File: src/rtl/lc_otp_prog_seq_pkg.sv
// rtl/lc_otp_prog_seq_pkg.sv - shared types and constants for the LC OTP program sequencer
package lc_otp_prog_seq_pkg;

    typedef logic [3:0] lc_tx_t;
    localparam lc_tx_t On  = 4'b0101;
    localparam lc_tx_t Off = 4'b1010;

    localparam int unsigned TimeoutCyclesDefault = 1024;

    typedef enum logic [7:0] {
        LcStRaw           = 8'h00,
        LcStTestUnlocked0 = 8'h11,
        LcStDev           = 8'h5A,
        LcStProd          = 8'hA5,
        LcStRma           = 8'hC3,
        LcStScrap         = 8'hFF
    } lc_state_e;

    typedef enum logic [3:0] {
        LcCnt0  = 4'd0,  LcCnt1  = 4'd1,  LcCnt2  = 4'd2,  LcCnt3  = 4'd3,
        LcCnt4  = 4'd4,  LcCnt5  = 4'd5,  LcCnt6  = 4'd6,  LcCnt7  = 4'd7,
        LcCnt8  = 4'd8,  LcCnt9  = 4'd9,  LcCnt10 = 4'd10, LcCnt11 = 4'd11,
        LcCnt12 = 4'd12, LcCnt13 = 4'd13, LcCnt14 = 4'd14, LcCnt15 = 4'd15
    } lc_cnt_e;

    typedef struct packed {
        logic      req;
        lc_state_e state;
        lc_cnt_e   count;
    } lc_otp_program_req_t;

    typedef struct packed {
        logic err;
        logic ack;
    } lc_otp_program_rsp_t;

    // Sparse encoding: single-bit upsets cannot turn one legal state into another.
    typedef enum logic [5:0] {
        StIdle  = 6'b001011,
        StProg  = 6'b110010,
        StResp  = 6'b100101,
        StFatal = 6'b011100
    } state_e;

endpackage

File: src/rtl/lc_otp_prog_seq_tx_reg.sv
// rtl/lc_otp_prog_seq_tx_reg.sv - multibit lc_tx_t register that sanitizes anything but On to Off
module lc_tx_reg
    import lc_otp_prog_seq_pkg::*;
(
    input  logic                      clk_i,
    input  logic                      rst_i,
    input  logic [$bits(lc_tx_t)-1:0] d_i,
    output logic [$bits(lc_tx_t)-1:0] q_o
);

    always_ff @(posedge clk_i or posedge rst_i) begin
        if (rst_i) begin
            q_o <= Off;
        end else begin
            q_o <= (d_i == On) ? On : Off;
        end
    end

endmodule

File: src/rtl/lc_otp_prog_seq.sv
// rtl/lc_otp_prog_seq.sv - LC transition command to fuse_ctrl program handshake sequencer
module lc_otp_prog_seq
    import lc_otp_prog_seq_pkg::*;
#(
    parameter int unsigned TimeoutCycles = TimeoutCyclesDefault,
    parameter int unsigned CntW          = 11
) (
    input  logic                                   clk_i,
    input  logic                                   rst_i,
    input  logic                                   trans_req_i,
    input  logic [$bits(lc_state_e)-1:0]           trans_state_i,
    input  logic [$bits(lc_cnt_e)-1:0]             trans_cnt_i,
    output logic                                   trans_ack_o,
    output logic                                   trans_err_o,
    input  logic                                   escalate_i,
    input  logic [$bits(lc_tx_t)-1:0]              dft_req_i,
    output logic [$bits(lc_otp_program_req_t)-1:0] lc_otp_program_o,
    input  logic [$bits(lc_otp_program_rsp_t)-1:0] lc_otp_program_rsp_i,
    output logic [$bits(lc_tx_t)-1:0]              lc_check_byp_en_o,
    output logic [$bits(lc_tx_t)-1:0]              lc_escalate_en_o,
    output logic [$bits(lc_tx_t)-1:0]              lc_dft_en_o,
    output logic                                   fatal_o
);

    state_e              state_q, state_d;
    lc_otp_program_req_t prog_q, prog_d;
    lc_otp_program_rsp_t rsp;
    logic                err_q, err_d;
    logic [CntW-1:0]     cnt_q, cnt_d;
    logic                ack_q, ack_d;
    logic                terr_q, terr_d;
    logic                fatal_q;
    logic                timeout;
    logic                esc_on;
    lc_tx_t              byp_d, esc_d, dft_d;

    assign rsp     = lc_otp_program_rsp_i;
    assign timeout = (TimeoutCycles != 0) && (cnt_q == CntW'(TimeoutCycles - 1));

    always_comb begin
        state_d = state_q;
        prog_d  = prog_q;
        err_d   = err_q;
        cnt_d   = cnt_q;
        ack_d   = 1'b0;
        terr_d  = 1'b0;
        case (state_q)
            StIdle: begin
                if (trans_req_i) begin
                    state_d = StProg;
                    prog_d  = '{req:   1'b1,
                                state: lc_state_e'(trans_state_i),
                                count: lc_cnt_e'(trans_cnt_i)};
                    cnt_d   = '0;
                end
            end
            StProg: begin
                cnt_d = cnt_q + CntW'(1);
                // Escalation beats everything; a coincident ack beats the timeout.
                if (escalate_i) begin
                    state_d = StFatal;
                    prog_d  = '0;
                end else if (rsp.ack) begin
                    state_d = StResp;
                    err_d   = rsp.err;
                    prog_d  = '0;
                end else if (timeout) begin
                    state_d = StFatal;
                    prog_d  = '0;
                    ack_d   = 1'b1;
                    terr_d  = 1'b1;
                end
            end
            StResp: begin
                ack_d   = 1'b1;
                terr_d  = err_q;
                state_d = err_q ? StFatal : StIdle;
            end
            StFatal: begin
                state_d = StFatal;
                prog_d  = '0;
            end
            default: begin
                state_d = StFatal;
                prog_d  = '0;
            end
        endcase
    end

    always_ff @(posedge clk_i or posedge rst_i) begin
        if (rst_i) begin
            state_q <= StIdle;
            prog_q  <= '0;
            err_q   <= 1'b0;
            cnt_q   <= '0;
            ack_q   <= 1'b0;
            terr_q  <= 1'b0;
            fatal_q <= 1'b0;
        end else begin
            state_q <= state_d;
            prog_q  <= prog_d;
            err_q   <= err_d;
            cnt_q   <= cnt_d;
            ack_q   <= ack_d;
            terr_q  <= terr_d;
            fatal_q <= (state_d == StFatal);
        end
    end

    // Enables are computed from the next state so they line up with the other registered outputs.
    assign esc_on = escalate_i || (state_d == StFatal);
    assign byp_d  = (state_d == StProg) ? On : Off;
    assign esc_d  = esc_on ? On : Off;
    assign dft_d  = esc_on ? Off : lc_tx_t'(dft_req_i);

    lc_tx_reg u_check_byp_en (
        .clk_i (clk_i),
        .rst_i (rst_i),
        .d_i   (byp_d),
        .q_o   (lc_check_byp_en_o)
    );

    lc_tx_reg u_escalate_en (
        .clk_i (clk_i),
        .rst_i (rst_i),
        .d_i   (esc_d),
        .q_o   (lc_escalate_en_o)
    );

    lc_tx_reg u_dft_en (
        .clk_i (clk_i),
        .rst_i (rst_i),
        .d_i   (dft_d),
        .q_o   (lc_dft_en_o)
    );

    assign lc_otp_program_o = prog_q;
    assign trans_ack_o      = ack_q;
    assign trans_err_o      = terr_q;
    assign fatal_o          = fatal_q;

endmodule

File: config.mk
export PLATFORM = sky130hd
export DESIGN_NAME = lc_otp_prog_seq
export DESIGN_NICKNAME = d
export VERILOG_FILES = /design/src/rtl/lc_otp_prog_seq_pkg.sv /design/src/rtl/lc_otp_prog_seq_tx_reg.sv /design/src/rtl/lc_otp_prog_seq.sv
export SDC_FILE = /design/constraint.sdc
export NUM_CORES = 1
export LEC_CHECK = 0
export CAP_MARGIN = 20
export CORE_ASPECT_RATIO = 1.4
export CORE_UTILIZATION = 45
export CTS_BUF_LIST = sky130_fd_sc_hd__clkbuf_8
export DETAILED_ROUTE_END_ITERATION = 8
export HOLD_SLACK_MARGIN = 0.06
export PLACE_DENSITY_LB_ADDON = 0.12
export SYNTH_ARGS = -nofsm -noshare
export SYNTH_HDL_FRONTEND = slang
export SYNTH_SLANG_ARGS = --single-unit
File: constraint.sdc
create_clock -name clk_i -period 2 [get_ports clk_i]
set_input_delay 0.2 -clock clk_i [delete_from_list [all_inputs] [get_ports clk_i]]
set_output_delay 0.2 -clock clk_i [all_outputs]
set_load 0.02 [all_outputs]
== After elaboration in Yosys (flattened, before gate mapping) ==
Cells that the tools add are included.
Storage, ports and cells
  bits of input ports: 22
  word-level logic and storage cells: 55
  register bits after elaboration: 46
  output and inout bits: 28
Operators by class
  reductions and logical operators: 5
  equality and inequality tests: 11
  muxes and demuxes: 24
  $add $sub $neg: 1
  bitwise gates (word level): 2
Operator list (count)
  $mux W13: 4
  $pmux W13 S3: 1
  $mux W4: 6
  $mux W6: 4
  $pmux W11 S2: 1
  $eq A6 B6 Y1 const B: 3
  $pmux W6 S3: 1
  $eq A4 B3 Y1 const B: 3
  $add A11 B1 Y11 const B: 1
  $eq A11 B10 Y1 const B: 1
  $mux W11: 1
  $eq A6 B4 Y1 const B: 1
  $eq A6 B5 Y1 const B: 1
  $reduce_and A3 Y1: 2
  $mux W5: 1
  $ne A4 B4 Y1 const B: 1
  $pmux W1 S2: 2
  $mux W1: 3
  $ne A2 B2 Y1 const B: 1
  $not A1 Y1: 2
  $reduce_and A2 Y1: 1
  $reduce_bool A2 Y1: 1
  $logic_or A1 B1 Y1: 1

== Longest topological paths before layout ==
  word-level depth: 10
  gate-level depth with buffers: 6
  mapped depth without buffers: 6

== Modules after synthesis ==
A second synthesis with hierarchy kept.
Second synthesis, totals
  cells, all modules: 161
  area total of the unflattened synthesis: 1820.5 µm²
By module, submodules not included
  lc_otp_prog_seq: seq. area each 854.6 µm², area each 1539.0 µm², instances 1, cells each 140
  lc_tx_reg: seq. area each 51.3 µm², area each 93.8 µm², instances 3, cells each 7

== Least setup slack after synthesis ==
Ideal clock, no wire load.
  path type: reg2reg
  start: reg cnt_q[0]
  end: reg prog_q (netlist bit lc_otp_program_o[0])
  required time: 1879 ps
  data arrival time: 1710 ps
  clock period less this slack: 1831 ps
  setup time: 121 ps
  slack: 169 ps
  cell stages (with the launch flop): 7
  buffers on the path: 1
  path through: dfrtp_1 ha_1 nand3_1 nor4_2 o21bai_1 buf_2 a22o_1
On the way
  longest elaborated chain between the ends: 3
RTL lines
  start, declared: line lc_otp_prog_seq.sv:29  | logic [CntW-1:0] cnt_q, cnt_d;
  start signal, assigned: line lc_otp_prog_seq.sv:103  | cnt_q <= cnt_d;
  $eq A11 B10 Y1: line lc_otp_prog_seq.sv:38  | assign timeout = (TimeoutCycles != 0) && (cnt_q == CntW'(TimeoutCycles - 1));
  $ne A4 B4 Y1 (no source line)
  $reduce_and A3 Y1 (no source line)
  end signal, assigned: line lc_otp_prog_seq.sv:101  | prog_q <= prog_d;
  end, declared: line lc_otp_prog_seq.sv:26  | lc_otp_program_req_t prog_q, prog_d;
No other way between the ends.
A chain may end at the register's enable or synchronous reset.

== Worst setup path in the final report ==
  start: reg cnt_q[1]
  end: reg u_dft_en.q_o[1]
On the way
  longest elaborated chain between the ends: 10
RTL lines
  $eq A11 B10 Y1: line lc_otp_prog_seq.sv:38
  $mux W6: line lc_otp_prog_seq.sv:67  | end else if (timeout) begin
  $mux W6: line lc_otp_prog_seq.sv:63  | end else if (rsp.ack) begin
  $mux W6: line lc_otp_prog_seq.sv:60  | if (escalate_i) begin
  $pmux W6 S3: line lc_otp_prog_seq.sv:47  | case (state_q)
  via state_d[1]: line lc_otp_prog_seq.sv:25  | state_e state_q, state_d;
  $eq A6 B5 Y1: line lc_otp_prog_seq.sv:111  | assign esc_on = escalate_i || (state_d == StFatal);
  $logic_or A1 B1 Y1: line lc_otp_prog_seq.sv:111
  $mux W4: line lc_otp_prog_seq.sv:114  | assign dft_d = esc_on ? Off : lc_tx_t'(dft_req_i);
  $eq A4 B3 Y1: line lc_otp_prog_seq_tx_reg.sv:15  | q_o <= (d_i == On) ? On : Off;
  $mux W4: line lc_otp_prog_seq_tx_reg.sv:15
  end signal, assigned: line lc_otp_prog_seq_tx_reg.sv:15
  end, declared: line lc_otp_prog_seq_tx_reg.sv:8  | output logic [$bits(lc_tx_t)-1:0] q_o
The timed path passes the listed nets, and every way through them passes these cells.

==> flow_metrics.tcl <==
set metrics [dict create \
    status "complete, no violations" \
    num_vias 1330 \
    end_kind "flip-flop" \
    power_density_mw_per_mm2 582.4 \
    drc 0 \
    sw_frac_of_total_pct 19.91 \
    synth_area_leaders "dfrtp_1 48%, dfstp_2 8.9%, a22o_1 6.5%" \
    fp.dieW_um 54.88 \
    timing.rr.start "cnt_q[1]" \
    syn_inst 151 \
    clock_power_share_pct 37.4 \
    cts_buffers 5 \
    final_cells 250 \
    dieArea_mm2 0.004173 \
    drv_slew 0 \
    critPathKind "reg -> reg" \
    placedCellCount 240 \
    post-route-period-util_pct 94.67 \
    worst_pin_slew_ns 0.5451 \
    clk_pin_slew_worst_paths_ns 0.07 \
    syn_to_final_growth_pct 36.51 \
    crit_family "simple AND/OR/NAND/NOR gates" \
    synth_cell_types 41 \
    arrival_ns 2.10 \
    ys_seq_area_share_pct 57.24 \
    crit_chain "ha_1 > nand3_1 > nor4_2 > buf_4 > o221ai_4 > a31oi_4 > or4_1" \
    timing.final.ws_setup_ns 0.1067 \
    seqPwrFrac_pct 57.8 \
    chipHeight_um 76.03 \
    initial_core_util_pct 47.50 \
    core_region_area_mm2 0.003709 \
    io_buffers 49 \
    post-place-ws_ns -0.09539 \
    grt_max_degree 18 \
    max_freq_ghz 0.5282 \
    critPathBufInv 1 \
    reg2reg_depth 7 \
    rr_endpoint "u_dft_en.q_o[1]" \
    grtUsageTotal_pct 19.83 \
    rrSetupSlack_ns 0.11 \
    switchingPower_mw 0.2788 \
    register_area_mm2 0.001008 \
    hold_path.class "in -> async" \
    diodes 0 \
    slew_headroom_pct 63.64 \
    synthesis.area_mm2 0.001762 \
    place.gp.congestion 0.8386 \
    cp_slowest_cell "or4_1" \
    fin_skew_ns 0.005928 \
    min_period_ns 1.893 \
    rsz0062_at_grt "false" \
    grt_pass1_vias 1324 \
    ir_worst_vdd_v 0.0006544 \
    post_drt_wl_per_cell_um 14.58 \
    synth_nets 174 \
    cpPeakStageDelay_ns 0.51 \
    setup_viol 0 \
    hold_violations 0 \
    wl_um 3645 \
    start_kind "flip-flop" \
    hpwl_um 2826 \
    layout_common_cells "49 x clkdlybuf4s50_1, 34 x dfrtp_1, 16 x nand2_1" \
    multi_input_area_um2 669.4 \
    fillers 306 \
    syn_area_per_cell_um2 11.67 \
    antenna_left 0 \
    p_leak_nw 1.099 \
    internal-power_mw 1.122 \
    rows 26 \
    ys_ff_latch 40 \
    final_common_cell "clkdlybuf4s50_1" \
    htreeDepth 2 \
    clock_tree.buffer_depth 2 \
    grt_pass1_wl_um 6016 \
    insertion_delay_ns 0.28 \
    drt_iter0_markers 39 \
    worstPathRequired_ns 2.20 \
    cts_root_buf "clkbuf_8" \
    drt_pass1_iterations 4 \
    grt_antenna_before_repair 0 \
    cts_tree "yes" \
    cap_violations 0 \
    yosysWarnings 0 \
    yosysTopAreaCell "dfrtp_1" \
    power_frac_comb_pct 4.8 \
    power.total_mw 1.401 \
    crit_fanout 5 \
    nets 230 \
    io_pins 50 \
    drive_gt1_share_pct 15.87 \
    synth_top_area_share_pct 48.30 \
    grt_overflow 0 \
    viasPerCell 5.320 \
    cts.sinks 40 \
]
## stage by stage
stage          cell area (um2)  TNS (ns)  utilization (%)  hold WS [ns]
2_1_floorplan             1762         0                -        0.2326
3_3_place_gp              2296   -0.4162            61.91        0.4619
3_5_place_dp              2296    -1.061            61.91        0.4741
4_1_cts                   2390         0            64.44        0.2099
5_1_grt                   2405         0            64.84        0.2378
6_report                  2405         0            64.84        0.2050
## area by class of cell
| type | instances | share of cell area [%] |
|---|---|---|
| sequential | 40 | 41.94 |
| multi-input combinational | 96 | 27.84 |
| timing repair buffer | 59 | 23.52 |
| clock buffer | 6 | 3.434 |
| tap | 42 | 2.185 |
| inverter | 5 | 0.7804 |
| clock inverter | 2 | 0.3122 |
## worst reg2reg max path: stages, from the launching register on
cell and delay [ns]:
dfrtp_1 0.42, ha_1 0.23, nand3_1 0.13, nor4_2 0.08, buf_4 0.15, o221ai_4 0.23
a31oi_4 0.07, or4_1 0.51
## registers in the layout, indices dropped and copies added (netlist names)
| signal | count |
|---|---|
| cnt_q | 11 |
| err_q | 1 |
| fatal_o | 1 |
| lc_otp_program_o | 13 |
| state_q | 6 |
| trans_ack_o | 1 |
| trans_err_o | 1 |
| u_check_byp_en.q_o | 2 |
| u_dft_en.q_o | 2 |
| u_escalate_en.q_o | 2 |
## power groups by stage
stage	clock (mW)	combinational, mW	sequential [mW]
after floorplan	0	0.0156	0.824
after global placement	0	0.0674	0.824
after detailed placement	0	0.0697	0.824
after CTS	0.545	0.0701	0.809
after global routing	0.580	0.0748	0.809
final	0.524	0.0678	0.809
## cells in the mapped netlist
cell type,instances
a21o_1,1
a21oi_1,1
a22o_1,13
a31oi_4,1
and2_1,2
and2b_1,2
and3_1,2
and3_4,1
and4bb_1,1
and4bb_2,1
buf_2,1
buf_4,6
buf_6,1
clkbuf_1,2
dfrtp_1,34
dfstp_2,6
ha_1,1
inv_1,5
mux2_2,1
mux2i_1,4
nand2_1,16
nand2b_1,3
nand3_1,7
nand4_1,3
nand4b_2,1
nand4bb_1,1
nor2_1,10
nor2_4,1
nor2b_1,1
nor3_1,3
nor4_1,2
nor4_2,1
o21ai_0,6
o21bai_1,1
o221ai_4,1
o31ai_1,1
o41ai_1,1
or2_2,2
or3_1,1
or4_1,1
xnor2_1,2
## layer usage
layer | GRT usage, % | vias up | wire length [um]
met5 | 0 | - | 0
met4 | 5.385 | 0 | 38
met3 | 5.190 | 4 | 169
met2 | 33.73 | 43 | 1946
met1 | 23.44 | 643 | 1491
li1 | - | 640 | -
## worst max-delay path by stage
stage	startpoint	end	depth (start not counted)
finish	cnt_q[1]	u_dft_en.q_o[1]	7
global route	cnt_q[1]	u_dft_en.q_o[1]	7
CTS	cnt_q[0]	u_dft_en.q_o[1]	7
detailed placement	state_q[1]	lc_otp_program_o[9]	4
global placement	escalate_i	lc_otp_program_o[1]	5
floorplan	cnt_q[0]	lc_otp_program_o[0]	6
## cell families after synthesis
kind of cell    Yosys count  synth area share (%)
compound gates           26                 12.93
xor+xnor                  2                0.9945
fa+ha+maj                 1                0.7101
buf+inv                  15                 4.971
flops                    40                 57.24
mux                       5                 2.912
simple gates             62                 20.24
## what timing repair did
item                                    CTS  global route
resized for setup                         1             0
cloned                                    0             0
hold buffers                              0             0
hold endpoints to repair                  0             0
endpoints found under the setup margin   13             4
setup buffers                             0             2
Power figures use the tool's default switching activity.
